--- src/rtl/pipe_hazard_ctrl_pkg.sv ---
// Shared pipeline definitions for the stall/flush controller of the 5-stage pipe.
package pipe_hazard_ctrl_pkg;

  typedef enum logic [1:0] {
    ST_RUN     = 2'd0,
    ST_FLUSH   = 2'd1,
    ST_MEMWAIT = 2'd2
  } state_e;

  localparam int unsigned REG_NO_BITS  = 4;
  localparam int unsigned PIPE_DEPTH   = 5;
  // A result written in WB becomes readable in ID after EX, MEM and WB have passed.
  localparam int unsigned WB_LATENCY   = PIPE_DEPTH - 2;
  localparam int unsigned CNT_BITS     = 2;
  localparam int unsigned FLUSH_CYCLES = 1;

  function automatic int unsigned bits_for(input int unsigned v);
    return (v < 2) ? 1 : $clog2(v + 1);
  endfunction

endpackage

--- src/rtl/pipe_hazard_ctrl_scoreboard.sv ---
// Per-register countdown of outstanding writes; nonzero means the value is not yet readable in ID.
module hazard_scoreboard #(
  parameter int unsigned REG_NO_BITS = 4,
  parameter int unsigned CNT_BITS    = 2,
  parameter int unsigned WB_LATENCY  = 3
) (
  input  logic                   clk,
  input  logic                   rst_n,
  input  logic                   freeze,
  input  logic                   issue,
  input  logic [REG_NO_BITS-1:0] issue_rd,
  input  logic [REG_NO_BITS-1:0] rs1,
  input  logic [REG_NO_BITS-1:0] rs2,
  output logic                   rs1_busy_c,
  output logic                   rs2_busy_c
);

  localparam int unsigned NREGS = 2 ** REG_NO_BITS;

  logic [CNT_BITS-1:0] cnt_q [NREGS];
  logic [CNT_BITS-1:0] cnt_d [NREGS];

  // Issued entry is (re)loaded so the newest write wins; every other busy entry counts down.
  always_comb begin
    for (int i = 0; i < NREGS; i++) begin
      cnt_d[i] = cnt_q[i];
      if (!freeze) begin
        if (issue && (issue_rd == REG_NO_BITS'(i))) begin
          cnt_d[i] = CNT_BITS'(WB_LATENCY);
        end else if (cnt_q[i] != '0) begin
          cnt_d[i] = cnt_q[i] - CNT_BITS'(1);
        end
      end
    end
  end

  assign rs1_busy_c = (cnt_q[rs1] != '0);
  assign rs2_busy_c = (cnt_q[rs2] != '0);

  always_ff @(posedge clk or negedge rst_n) begin
    if (!rst_n) begin
      for (int i = 0; i < NREGS; i++) begin
        cnt_q[i] <= '0;
      end
    end else begin
      cnt_q <= cnt_d;
    end
  end

endmodule

--- src/rtl/pipe_hazard_ctrl.sv ---
// Stall/flush controller: RAW bubbles from the scoreboard, mispredict flushes, memory-busy freezes.
module pipe_hazard_ctrl
  import pipe_hazard_ctrl_pkg::*;
#(
  parameter int unsigned REG_NO_BITS  = pipe_hazard_ctrl_pkg::REG_NO_BITS,
  parameter int unsigned WB_LATENCY   = pipe_hazard_ctrl_pkg::WB_LATENCY,
  parameter int unsigned FLUSH_CYCLES = pipe_hazard_ctrl_pkg::FLUSH_CYCLES,
  parameter int unsigned CNT_BITS     = pipe_hazard_ctrl_pkg::CNT_BITS
) (
  input  logic                   clk,
  input  logic                   reset,
  input  logic                   decValid,
  input  logic [REG_NO_BITS-1:0] decRs1,
  input  logic [REG_NO_BITS-1:0] decRs2,
  input  logic                   decUseRs1,
  input  logic                   decUseRs2,
  input  logic                   decWrReg,
  input  logic [REG_NO_BITS-1:0] decRd,
  input  logic                   brMispredict,
  input  logic                   memBusy,
  output logic                   pcStall,
  output logic                   ifStall,
  output logic                   ifFlush,
  output logic                   idStall,
  output logic                   idFlush,
  output logic                   hazard
);

  localparam int unsigned FC_BITS = bits_for(FLUSH_CYCLES);

  state_e              state_q, state_d;
  state_e              saved_q, saved_d;
  state_e              cur_state_c;
  logic [FC_BITS-1:0]  fcnt_q, fcnt_d;
  logic                rs1_busy_c, rs2_busy_c;
  logic                raw_c, issue_c, freeze_c;

  hazard_scoreboard #(
    .REG_NO_BITS (REG_NO_BITS),
    .CNT_BITS    (CNT_BITS),
    .WB_LATENCY  (WB_LATENCY)
  ) u_scoreboard (
    .clk        (clk),
    .rst_n      (reset),
    .freeze     (freeze_c),
    .issue      (issue_c),
    .issue_rd   (decRd),
    .rs1        (decRs1),
    .rs2        (decRs2),
    .rs1_busy_c (rs1_busy_c),
    .rs2_busy_c (rs2_busy_c)
  );

  // Leaving MEMWAIT resumes the saved state in the same cycle, so no latency is added.
  assign cur_state_c = (state_q == ST_MEMWAIT) ? saved_q : state_q;
  assign raw_c = decValid & ((decUseRs1 & rs1_busy_c) | (decUseRs2 & rs2_busy_c));

  always_comb begin
    state_d  = cur_state_c;
    saved_d  = saved_q;
    fcnt_d   = fcnt_q;
    issue_c  = 1'b0;
    freeze_c = 1'b0;
    pcStall  = 1'b0;
    ifStall  = 1'b0;
    ifFlush  = 1'b0;
    idStall  = 1'b0;
    idFlush  = 1'b0;
    hazard   = 1'b0;

    if (memBusy) begin
      // EX is frozen too, so a mispredict it holds is seen again after release.
      pcStall  = 1'b1;
      ifStall  = 1'b1;
      idStall  = 1'b1;
      freeze_c = 1'b1;
      state_d  = ST_MEMWAIT;
      if (state_q != ST_MEMWAIT) begin
        saved_d = state_q;
      end
    end else if (brMispredict) begin
      ifFlush = 1'b1;
      idFlush = 1'b1;
      if (FLUSH_CYCLES > 0) begin
        state_d = ST_FLUSH;
        fcnt_d  = FC_BITS'(FLUSH_CYCLES);
      end else begin
        state_d = ST_RUN;
      end
    end else if (cur_state_c == ST_FLUSH) begin
      ifFlush = 1'b1;
      idFlush = 1'b1;
      if (fcnt_q <= FC_BITS'(1)) begin
        state_d = ST_RUN;
        fcnt_d  = '0;
      end else begin
        fcnt_d = fcnt_q - FC_BITS'(1);
      end
    end else if (raw_c) begin
      pcStall = 1'b1;
      ifStall = 1'b1;
      idFlush = 1'b1;
      hazard  = 1'b1;
    end else begin
      state_d = ST_RUN;
      issue_c = decValid & decWrReg;
    end

    if (!reset) begin
      pcStall = 1'b0;
      ifStall = 1'b0;
      ifFlush = 1'b1;
      idStall = 1'b0;
      idFlush = 1'b1;
      hazard  = 1'b0;
    end
  end

  always_ff @(posedge clk or negedge reset) begin
    if (!reset) begin
      state_q <= ST_RUN;
      saved_q <= ST_RUN;
      fcnt_q  <= '0;
    end else begin
      state_q <= state_d;
      saved_q <= saved_d;
      fcnt_q  <= fcnt_d;
    end
  end

endmodule

--- config.mk ---
export PLATFORM = sky130hd
export DESIGN_NAME = pipe_hazard_ctrl
export DESIGN_NICKNAME = d
export VERILOG_FILES = /design/src/rtl/pipe_hazard_ctrl_pkg.sv /design/src/rtl/pipe_hazard_ctrl_scoreboard.sv /design/src/rtl/pipe_hazard_ctrl.sv
export SDC_FILE = /design/constraint.sdc
export NUM_CORES = 1
export LEC_CHECK = 0
export ABC_AREA = 1
export BUFFER_PORTS_ARGS = -buffer_cell sky130_fd_sc_hd__buf_2
export CAP_MARGIN = 20
export CORE_MARGIN = 8
export CORE_UTILIZATION = 42
export DETAILED_ROUTE_END_ITERATION = 8
export PLACE_DENSITY = 0.63
export SYNTH_ARGS = -nofsm -noshare
export SYNTH_HDL_FRONTEND = slang
export SYNTH_HIERARCHICAL = 1
export SYNTH_SLANG_ARGS = --single-unit
export TNS_END_PERCENT = 100
--- constraint.sdc ---
create_clock -name clk -period 3 [get_ports clk]
set_input_delay 0.45 -clock clk [delete_from_list [all_inputs] [get_ports clk]]
set_output_delay 0.45 -clock clk [all_outputs]
set_load 0.02 [all_outputs]
==> metrics.sh, run 1 <==
SLEW_VIOL_FINAL=0
FINALHOLDVIOLATIONS=0
PLACEMENT.CELL_AREA_SQ_UM=2720
END_KIND='register'
YOSYS.CELL_TYPES.COUNT=24
CAP_VIOLATIONS=0
NFILLCELLS=592
FINALHOLDWORSTSLACK_PS=70.1
FIN_WS_PS=391
CTS.REPORTEDPATHS.CLKPINSLEW_PS=70
GRT_START_MAX_NET_PINS=25
TIMING.SETUP.CRITICAL_PATH_CLASS='reg -> reg'
INSERTION_DELAY_PS=290
MULTI_INPUT_COMB_AREA_SQ_UM=1370
CTS_RESIZED=0
CTS_BUFFERS=5
RUN_STATUS='finished clean'
HTREE_LEVELS=2
CTS_SETUP_BUFFERS=0
POWER_CONSUMPTION_mW=2.36
MOSTFREQUENTLAYOUTCELL='nand2_1'
CLOCKBUFFERDEPTH=2
INITIAL_UTILIZATION_PCT=42.9
CORE-AREA_SQ_UM=5820
TIGHTESTPINTRANSITION_PS=567
DETAIL_ROUTE.DRC_VIOLATIONS=0
DIEAREA_SQ_UM=8670
FINAL_ANTENNA_NET_COUNT=0
HP-CLASS='in -> async'
ANTENNADIODECOUNT=0
MAX_SLEW_MARGIN_PCT=62.2
CLKSINKCOUNT=36
POSTSYNTHAREAPERCELL_SQ_UM=7.07
LAYOUT-DRIVE-GT1-SHARE_PCT=16.6
FINALCRITPERIODSHARE_PCT=87.0
BOUNDARYPINS=26
FINAL.MIN_CLOCK_PERIOD_PS=2610
CTS_HOLD_REPAIR.BUFFERS=0
BUFFER_PORTS.INSERTED=25
DIEWIDTH_MICRONS=93.1
MAX_FREQ_MHz=383
GLOBAL_ROUTE_WIRE_LENGTH_BEFORE_REPAIR_MICRONS=10200
CHIPHEIGHT_MICRONS=93.1
GRT_SETUP_UNREPAIRED='false'
YOSYSSEQAREASHARE_PCT=36.1
PLACE_WS_PS=144
MOSTFREQUENTLAYOUTCELLS='112 x nand2_1, 58 x o21ai_0, 53 x inv_1'
FIN_TNS_SETUP_PS=0
CP.ARRIVAL_PS=2790
FINAL_CELLS=461
PLACED_CELLS=453
ROUTED_WL_MICRONS=6110
NUM_ROWS=28
CLOCK-ROOT-BUFFER='clkbuf_8'
STARTING_DRT_DRC_COUNT=174
IR_WORST_VDD_V=0.000332
PWR_DENSITY_CELL_nW_PER_UM2=838
TRACK_USAGE_PCT=14.9
YOSYSWARNINGCOUNT=6
NUM_VIAS=2316
AREA.SEQUENTIAL_SQ_UM=901
POST_SYNTH_INSTANCE_AREA_SQ_UM=2500
FIRST_GLOBAL_VIAS=2215
CRITPATHMAXFANOUT=4
AVGVIACOUNTPERCELL=5.02
AREAGROWTHSYNTHTOFINISH_PCT=12.7
FINAL_UTIL_PCT=48.4
POSTSYNTHNETCOUNT=389
SYNTHESIS_STAGE_REGISTER_BIT_COUNT=36
ROUTABILITYCONGESTION=0.900
SYNTH_CELLS=353
DRT_FIRST_PASS_ITERS=4
CTS_TREE='built'
CELLLEAKAGEPOWER_nW=1.47
TIMING.REG2REG.SETUP_SLACK_PS=390
FINCLKSKEW_PS=3.88
WL_PER_CELL_MICRONS=13.3
GLOBAL_ROUTE.OVERFLOW_TOTAL=0
DETAILED_PLACE_HPWL_MICRONS=4820
CRITICAL_PATH_REQUIRED_PS=3180
FINALINSTANCEAREA_SQ_UM=2810
INITIAL_ANTENNA_VIOLATION_COUNT=0
SETUP-VIOLATIONS-FINAL=0
FINALNETCOUNT=421
CP-START-KIND='register'
[area by class of cell]
class,count,area share (%)
Clock buffer,6,2.94
Clock inverter,2,0.356
Inverter,56,7.47
Multi-Input combinational cell,258,48.6
Sequential cell,36,32.0
Tap cell,75,3.34
Timing Repair Buffer,28,5.25
[where the power goes]
part | internal, mW | switching (mW) | total, mW
Combinational | 0.444 | 0.635 | 1.08
Sequential | 0.713 | 0.203 | 0.916
Clock | 0.183 | 0.178 | 0.362
Total | 1.34 | 1.02 | 2.36
[per-layer routing]
metal  GRT usage (%)  vias to the layer above  wire, microns
li1                -                     1201              -
met1            18.3                     1053           2900
met2            23.9                       53           2720
met3            4.33                        9            382
met4            6.17                        0            108
met5               0                        -              0
[cells in the mapped netlist]
library cell / number / share of area, %
nand4_1: 2 / 0.50
inv_1: 53 / 8.0
nor2_2: 1 / 0.25
o31ai_1: 1 / 0.30
buf_2: 2 / 0.40
nand3_2: 3 / 1.2
a31oi_1: 1 / 0.25
a21oi_2: 11 / 3.9
nand2_2: 3 / 0.75
nand3b_1: 1 / 0.30
o21a_1: 2 / 0.60
nor2_1: 14 / 2.1
buf_4: 1 / 0.30
nor3_2: 4 / 1.6
nor3_4: 1 / 0.65
nand3_1: 18 / 3.6
nand2_1: 112 / 17
o21ai_2: 2 / 0.70
a21oi_1: 3 / 0.60
ha_1: 16 / 8.0
inv_2: 3 / 0.45
o21ai_0: 58 / 12
dfrtp_1: 36 / 36
o21ai_1: 5 / 1.0
[flip-flops by register name, summed over array words and instances (netlist names)]
signal,count
saved_q,2
state_q,2
u_scoreboard/cnt_q,32
[final timing paths]
path / startpoint / end / depth (start not counted)
worst min register to register: saved_q[0] / saved_q[0] / 2
worst max-delay path: u_scoreboard/cnt_q[10] / u_scoreboard/cnt_q[31] / 17
max in group asynchronous: reset / u_scoreboard/cnt_q[19] / 2
worst min-delay path: reset / u_scoreboard/cnt_q[8] / 1
min in group clk: brMispredict / state_q[1] / 2
worst max register to register: u_scoreboard/cnt_q[10] / u_scoreboard/cnt_q[31] / 17
[critical path: stages (launching register included)]
cell,delay (ps)
dfrtp_1,400
nor2_1,230
o21ai_0,140
nand2_1,70
nand3_1,60
nand3_1,70
nand2_1,80
nand2_1,60
nand2_1,80
nand2_2,120
nand3_2,90
nor2_1,160
inv_1,140
nor3_2,280
nand2_1,150
nand2_1,80
nand2_1,90
o21a_1,200
[kinds of logic (layout without fill, tap and decap cells)]
kind of cell / after synthesis / count (layout) / synth area share (%)
flip-flops: 36 / 36 / 36.1
adder cells (fa/ha/maj): 16 / 16 / 8.02
buffers and inverters: 59 / 92 / 9.12
AO/OA/AOI/OAI: 83 / 83 / 18.9
AND/OR/NAND/NOR: 159 / 159 / 27.8
Power figures use the tool's default switching activity.
==> run 2: changes to the inputs <==
--- a/config.mk
+++ b/config.mk
@@ -11,7 +11,7 @@
 export CORE_MARGIN = 8
 export CORE_UTILIZATION = 42
 export DETAILED_ROUTE_END_ITERATION = 8
-export PLACE_DENSITY = 0.63
+export PLACE_DENSITY = 0.72
 export SYNTH_ARGS = -nofsm -noshare
 export SYNTH_HDL_FRONTEND = slang
 export SYNTH_HIERARCHICAL = 1
==> run 2 against run 1 <==
Compared with the run above:
- die area unchanged
- setup slack improved by 88 ps
- first-iteration DRC count decreased by 35%
- final area about the same
- core utilization about the same
- wire length decreased by 2.8%
- combinational power about the same
- critical path depth unchanged
- sequential share of layout area about the same
==> metrics.sh, run 2 (synthesis results as in run 1) <==
CP.ARRIVAL_PS=2740
GLOBAL_ROUTE_WIRE_LENGTH_BEFORE_REPAIR_MICRONS=10100
CHIPHEIGHT_MICRONS=93.1
IR_WORST_VDD_V=0.000280
CLOCK-ROOT-BUFFER='clkbuf_8'
STARTING_DRT_DRC_COUNT=113
POWER_CONSUMPTION_mW=2.39
CLOCKBUFFERDEPTH=2
SEQ_POWER_SHARE_PCT=38.5
TIMING.REG2REG.SETUP_SLACK_PS=480
INTPOWER_mW=1.37
FIRST_GLOBAL_VIAS=2194
REG2REG_TO='u_scoreboard/cnt_q[2]'
MAX_FREQ_MHz=397
CELLLEAKAGEPOWER_nW=1.46
RUN_STATUS='finished clean'
LARGEST_REGISTERS='u_scoreboard/cnt_q x32, saved_q x2, state_q x2'
RR_WORST_DEPTH=17
PWR-SHARE-CLK_PCT=15.9
FINAL_CELLS=458
CP-START-KIND='register'
FIN_TNS_SETUP_PS=0
INITIAL_UTILIZATION_PCT=42.9
TIGHTESTPINTRANSITION_PS=536
CORE-AREA_SQ_UM=5820
AREAGROWTHSYNTHTOFINISH_PCT=12.6
AREA.SEQUENTIAL_SQ_UM=901
GRT_START_MAX_NET_PINS=24
CTS_HOLD_REPAIR.BUFFERS=0
LAYOUT-DRIVE-GT1-SHARE_PCT=16.2
FF_TO_FF_START='u_scoreboard/cnt_q[10]'
CLKSINKCOUNT=36
CTS_TREE='built'
CTS.REPORTEDPATHS.CLKPINSLEW_PS=70
ROUTABILITYCONGESTION=0.867
GRT_SETUP_UNREPAIRED='false'
PLACED_CELLS=451
BUFFER_PORTS.INSERTED=25
DRT_FIRST_PASS_ITERS=5
LARGEST-REGISTER='u_scoreboard/cnt_q'
NFILLCELLS=573
P_COMB_SHARE_PCT=45.6
HTREE_LEVELS=2
PWR_DENSITY_CELL_nW_PER_UM2=849
SWITCHINGPOWER_mW=1.02
FINALNETCOUNT=419
DETAIL_ROUTE.DRC_VIOLATIONS=0
NET_SWITCHING_SHARE_OF_THE_TOTAL_POWER_PCT=42.8
INSERTION_DELAY_PS=290
NUM_ROWS=28
NUM_VIAS=2355
CRITPATHMAXFANOUT=4
FINALCRITPERIODSHARE_PCT=84.0
DIEAREA_SQ_UM=8670
MAX_SLEW_MARGIN_PCT=64.3
MOSTFREQUENTLAYOUTCELL='nand2_1'
FINAL.MIN_CLOCK_PERIOD_PS=2520
MULTI_INPUT_COMB_AREA_SQ_UM=1380
HP-CLASS='in -> async'
CRITICAL_PATH_REQUIRED_PS=3220
MAX_FFS_PER_REGISTER=32
SETUP-VIOLATIONS-FINAL=0
INITIAL_ANTENNA_VIOLATION_COUNT=0
GLOBAL_ROUTE.OVERFLOW_TOTAL=0
FINCLKSKEW_PS=5.18
MOSTFREQUENTLAYOUTCELLS='112 x nand2_1, 58 x o21ai_0, 53 x inv_1'
SLEW_VIOL_FINAL=0
CAP_VIOLATIONS=0
END_KIND='register'
ANTENNADIODECOUNT=0
CTS_BUFFERS=5
DIEWIDTH_MICRONS=93.1
AVGVIACOUNTPERCELL=5.14
BOUNDARYPINS=26
WL_PER_CELL_MICRONS=13.0
TRACK_USAGE_PCT=14.4
LAUNCHING_ELEMENT_OF_THE_WORST_SETUP_PATH='u_scoreboard/cnt_q[10]'
FINAL_ANTENNA_NET_COUNT=0
TIMING.SETUP.CRITICAL_PATH_CLASS='reg -> reg'
DETAILED_PLACE_HPWL_MICRONS=4690
FINALHOLDVIOLATIONS=0
ROUTED_WL_MICRONS=5940
-- run 2: layer usage --
| layer | share of wire, % | up-vias | GRT usage (%) |
|---|---|---|---|
| met5 | 0 | - | 0 |
| li1 | - | 1199 | - |
| met2 | 47 | 49 | 24.5 |
| met4 | 1.3 | 0 | 4.70 |
| met3 | 6.0 | 8 | 3.77 |
| met1 | 46 | 1099 | 17.3 |
-- run 2: final cells by class --
class / instances / area share [%]
timing repair buffer: 26 / 4.72
clock buffer: 7 / 3.43
multi-input combinational: 258 / 49.0
tap: 75 / 3.34
sequential: 36 / 32.1
inverter: 56 / 7.48
-- run 2: critical path, cell delays in order, from the launching register on --
cell     delay [ps]
dfrtp_1         400
nor2_1          200
o21ai_0         140
nand2_1          80
nand3_1          70
nand3_1          70
nand2_1          50
nand2_1          50
nand2_1          80
nand2_2         120
nand3_2         100
nor2_2          180
inv_1           150
nor3_4          230
nand2_1         160
a21oi_2         210
nand2_1          80
o21ai_0          70
-- run 2: worst max path at each step --
stage / end / slack, ps / depth (start not counted)
after floorplan: u_scoreboard/cnt_q[30] / 620 / 19
after global placement: u_scoreboard/cnt_q[31] / 220 / 19
after detailed placement: u_scoreboard/cnt_q[30] / 120 / 19
after CTS: u_scoreboard/cnt_q[30] / 380 / 17
after global routing: u_scoreboard/cnt_q[23] / 110 / 17
final: u_scoreboard/cnt_q[2] / 480 / 17
-- run 2: what timing repair did --
item	CTS	global route
endpoints found under the setup margin	0	6
gates resized for setup	0	2
buffers inserted	0	0
-- run 2: stage by stage --
stage / utilization (%) / instance area, sq um / hold slack [ps] / setup WS (ps)
finish: 48.3 / 2810 / 121 / 479
CTS: 48.2 / 2800 / 137 / 383
floorplan: - / 2500 / 154 / 619
global placement: 46.5 / 2710 / 451 / 219
global route: 48.3 / 2810 / 165 / 108
detailed placement: 46.5 / 2710 / 458 / 121
-- run 2: power groups by stage --
stage               sequential [mW]  clock [mW]  combinational [mW]
floorplan                     0.842           0               0.875
global placement              0.922           0                1.03
detailed placement            0.922           0                1.09
CTS                           0.916       0.389                1.09
global route                  0.949       0.403                1.30
finish                        0.920       0.380                1.09
==> run 3: changes to the inputs <==
==> constraint.sdc (replaced) <==
create_clock -name clk -period 2.35 [get_ports clk]
set_input_delay 0.3525 -clock clk [delete_from_list [all_inputs] [get_ports clk]]
set_output_delay 0.3525 -clock clk [all_outputs]
set_load 0.02 [all_outputs]
==> run 3 against run 2 <==
Compared with the run above:
- the run now ends with negative setup slack left
- via count rose by 4.3%
- flip-flop and latch count unchanged
- wire length rose by 10%
- hold slack better by 130 ps
- cell count increased by 4.6%
- clock-buffer cell count unchanged
- largest power group unchanged
- final area increased by 11%
- register-to-register slack lost 490 ps
- first-iteration DRC count is 51% higher
==> metrics.sh, run 3 (synthesis results as in run 1) <==
MAX_FFS_PER_REGISTER=32
INITIAL_UTILIZATION_PCT=42.9
MAX_STAGE_DELAY_PS=440
CP.ARRIVAL_PS=2560
TIGHTESTPINTRANSITION_PS=385
MET2WIRELENGTH_MICRONS=3190
WORSTPATHCELLLIST='o21ai_2, nand2_1, nand2_1, nand3_1, nand3_1, nand2_1, nand2_2, nand2_2, nand2_2, nand3_4, nor2_4, inv_4, nor3_4, nand2_2, a21oi_4, nand2_1, o21ai_0'
CTS.REPORTEDPATHS.CLKPINSLEW_PS=70
IR_WORST_VDD_V=0.000448
HTREE_LEVELS=2
FINALCRITPERIODSHARE_PCT=101
FAILED_CHECKS='negative setup slack'
AVGVIACOUNTPERCELL=5.13
GLOBAL_ROUTE.OVERFLOW_TOTAL=0
SLEW_VIOL_FINAL=0
GLOBAL_ROUTE_WIRE_LENGTH_BEFORE_REPAIR_MICRONS=10700
DIEAREA_SQ_UM=8670
INITIAL_ANTENNA_VIOLATION_COUNT=0
FINALHOLDWORSTSLACK_PS=254
CAP_VIOLATIONS=0
WL_PER_CELL_MICRONS=13.7
FINAL.MIN_CLOCK_PERIOD_PS=2360
ROUTED.TOP_LAYER='met4'
ROUTED_WL_MICRONS=6540
AREAGROWTHSYNTHTOFINISH_PCT=24.6
NUM_ROWS=28
INSERTION_DELAY_PS=290
NUM_VIAS=2456
GRT_SETUP_UNREPAIRED='true'
GRT_START_MAX_NET_PINS=18
FIN_TNS_SETUP_PS=-14.6
FINAL_ANTENNA_NET_COUNT=0
DIEWIDTH_MICRONS=93.1
DRT_FIRST_PASS_ITERS=4
POWER_CONSUMPTION_mW=3.32
LARGEST-REGISTER='u_scoreboard/cnt_q'
CRITPATHMAXFANOUT=4
CTS_TREE='built'
CORE-AREA_SQ_UM=5820
END_KIND='register'
CTS_BUFFERS=5
CRITICAL_PATH_REQUIRED_PS=2540
FINALHOLDVIOLATIONS=0
MAX_FREQ_MHz=423
STARTING_DRT_DRC_COUNT=171
SLOWEST_STAGE='dfrtp_2'
DETAIL_ROUTE.DRC_VIOLATIONS=0
LAYOUT-DRIVE-GT1-SHARE_PCT=26.5
FINAL_UTIL_PCT=53.5
TIMING.SETUP.CRITICAL_PATH_CLASS='reg -> reg'
DETAILED_PLACE_HPWL_MICRONS=4970
MOSTFREQUENTLAYOUTCELLS='101 x nand2_1, 50 x inv_1, 33 x dfrtp_1'
M1WIRELENGTH_MICRONS=2890
CLOCKBUFFERDEPTH=2
BUFFER_PORTS.INSERTED=25
ROUTABILITYCONGESTION=0.884
CELLLEAKAGEPOWER_nW=1.58
TRACK_USAGE_PCT=15.2
FIN_WS_PS=-14.6
MET3_WIRE_LEN_MICRONS=371
FINCLKSKEW_PS=5.50
PWR_DENSITY_CELL_nW_PER_UM2=1070
CLOCK-ROOT-BUFFER='clkbuf_8'
FIRST_GLOBAL_VIAS=2369
CLKSINKCOUNT=36
BOUNDARYPINS=26
FINALNETCOUNT=440
ANTENNADIODECOUNT=0
RUN_STATUS='finished with violations'
SETUP-VIOLATIONS-FINAL=1
LARGEST_REGISTERS='u_scoreboard/cnt_q x32, saved_q x2, state_q x2'
CHIPHEIGHT_MICRONS=93.1
MAX_SLEW_MARGIN_PCT=74.2
PLACE_WS_PS=-200
MOSTFREQUENTLAYOUTCELL='nand2_1'
HP-CLASS='in -> reg'
CP-START-KIND='register'
-- run 3: cell count changes in the layout (fill, tap and decap cells not counted), sizes merged --
cell,change
buf,+20
clkinvlp,+1
dlygate4sd3,+1
inv,-1
-- run 3: cell type report --
| class | count | area (sq um) |
|---|---|---|
| Multi-Input combinational cell | 258 | 1500 |
| Tap cell | 75 | 93.8 |
| Inverter | 56 | 216 |
| Sequential cell | 36 | 905 |
| Timing Repair Buffer | 47 | 298 |
| Fill cell | 545 | 2710 |
| Clock buffer | 7 | 96.3 |
-- run 3: report_power, final --
part | switching, mW | internal [mW] | total (mW)
logic | 0.933 | 0.709 | 1.64
registers | 0.284 | 0.916 | 1.20
clock network | 0.213 | 0.261 | 0.474
total | 1.43 | 1.89 | 3.32
-- run 3: worst paths after layout --
check / depth (start not counted) / start / to / slack [ps]
hold reg to reg: 2 / saved_q[0] / saved_q[0] / 520
min in group asynchronous: 2 / reset / u_scoreboard/cnt_q[1] / 470
hold / removal: 2 / brMispredict / state_q[1] / 250
setup reg to reg: 17 / u_scoreboard/cnt_q[20] / u_scoreboard/cnt_q[2] / -10
setup / recovery: 17 / u_scoreboard/cnt_q[20] / u_scoreboard/cnt_q[2] / -10
max in group asynchronous: 3 / reset / u_scoreboard/cnt_q[22] / 1350
-- run 3: per-layer routing --
metal / track usage, % / vias to the layer above
met3: 3.93 / 11
li1: - / 1252
met4: 6.04 / 0
met5: 0 / -
met1: 18.0 / 1126
met2: 25.6 / 67
-- run 3: metrics by stage --
stage	instance area [sq um]	cells
after global routing	3110	479
after CTS	2920	472
after floorplan	2500	353
after global placement	2800	464
after detailed placement	2800	464
final	3110	479
-- run 3: worst max-delay path, delay by kind of cell, from the launching register on --
kind	cells	cell delay (ps)
DFF	1	440
and+or+nand+nor	13	1300
buffers and inverters	1	70
AOI/OAI and AO/OA	3	450
-- run 3: timing repair --
item,CTS,global route
gates resized for setup,6,60
hold buffers,1,0
pin swaps,1,22
endpoints found under the hold margin,8,0
setup buffers,0,7
setup endpoints to repair,20,36
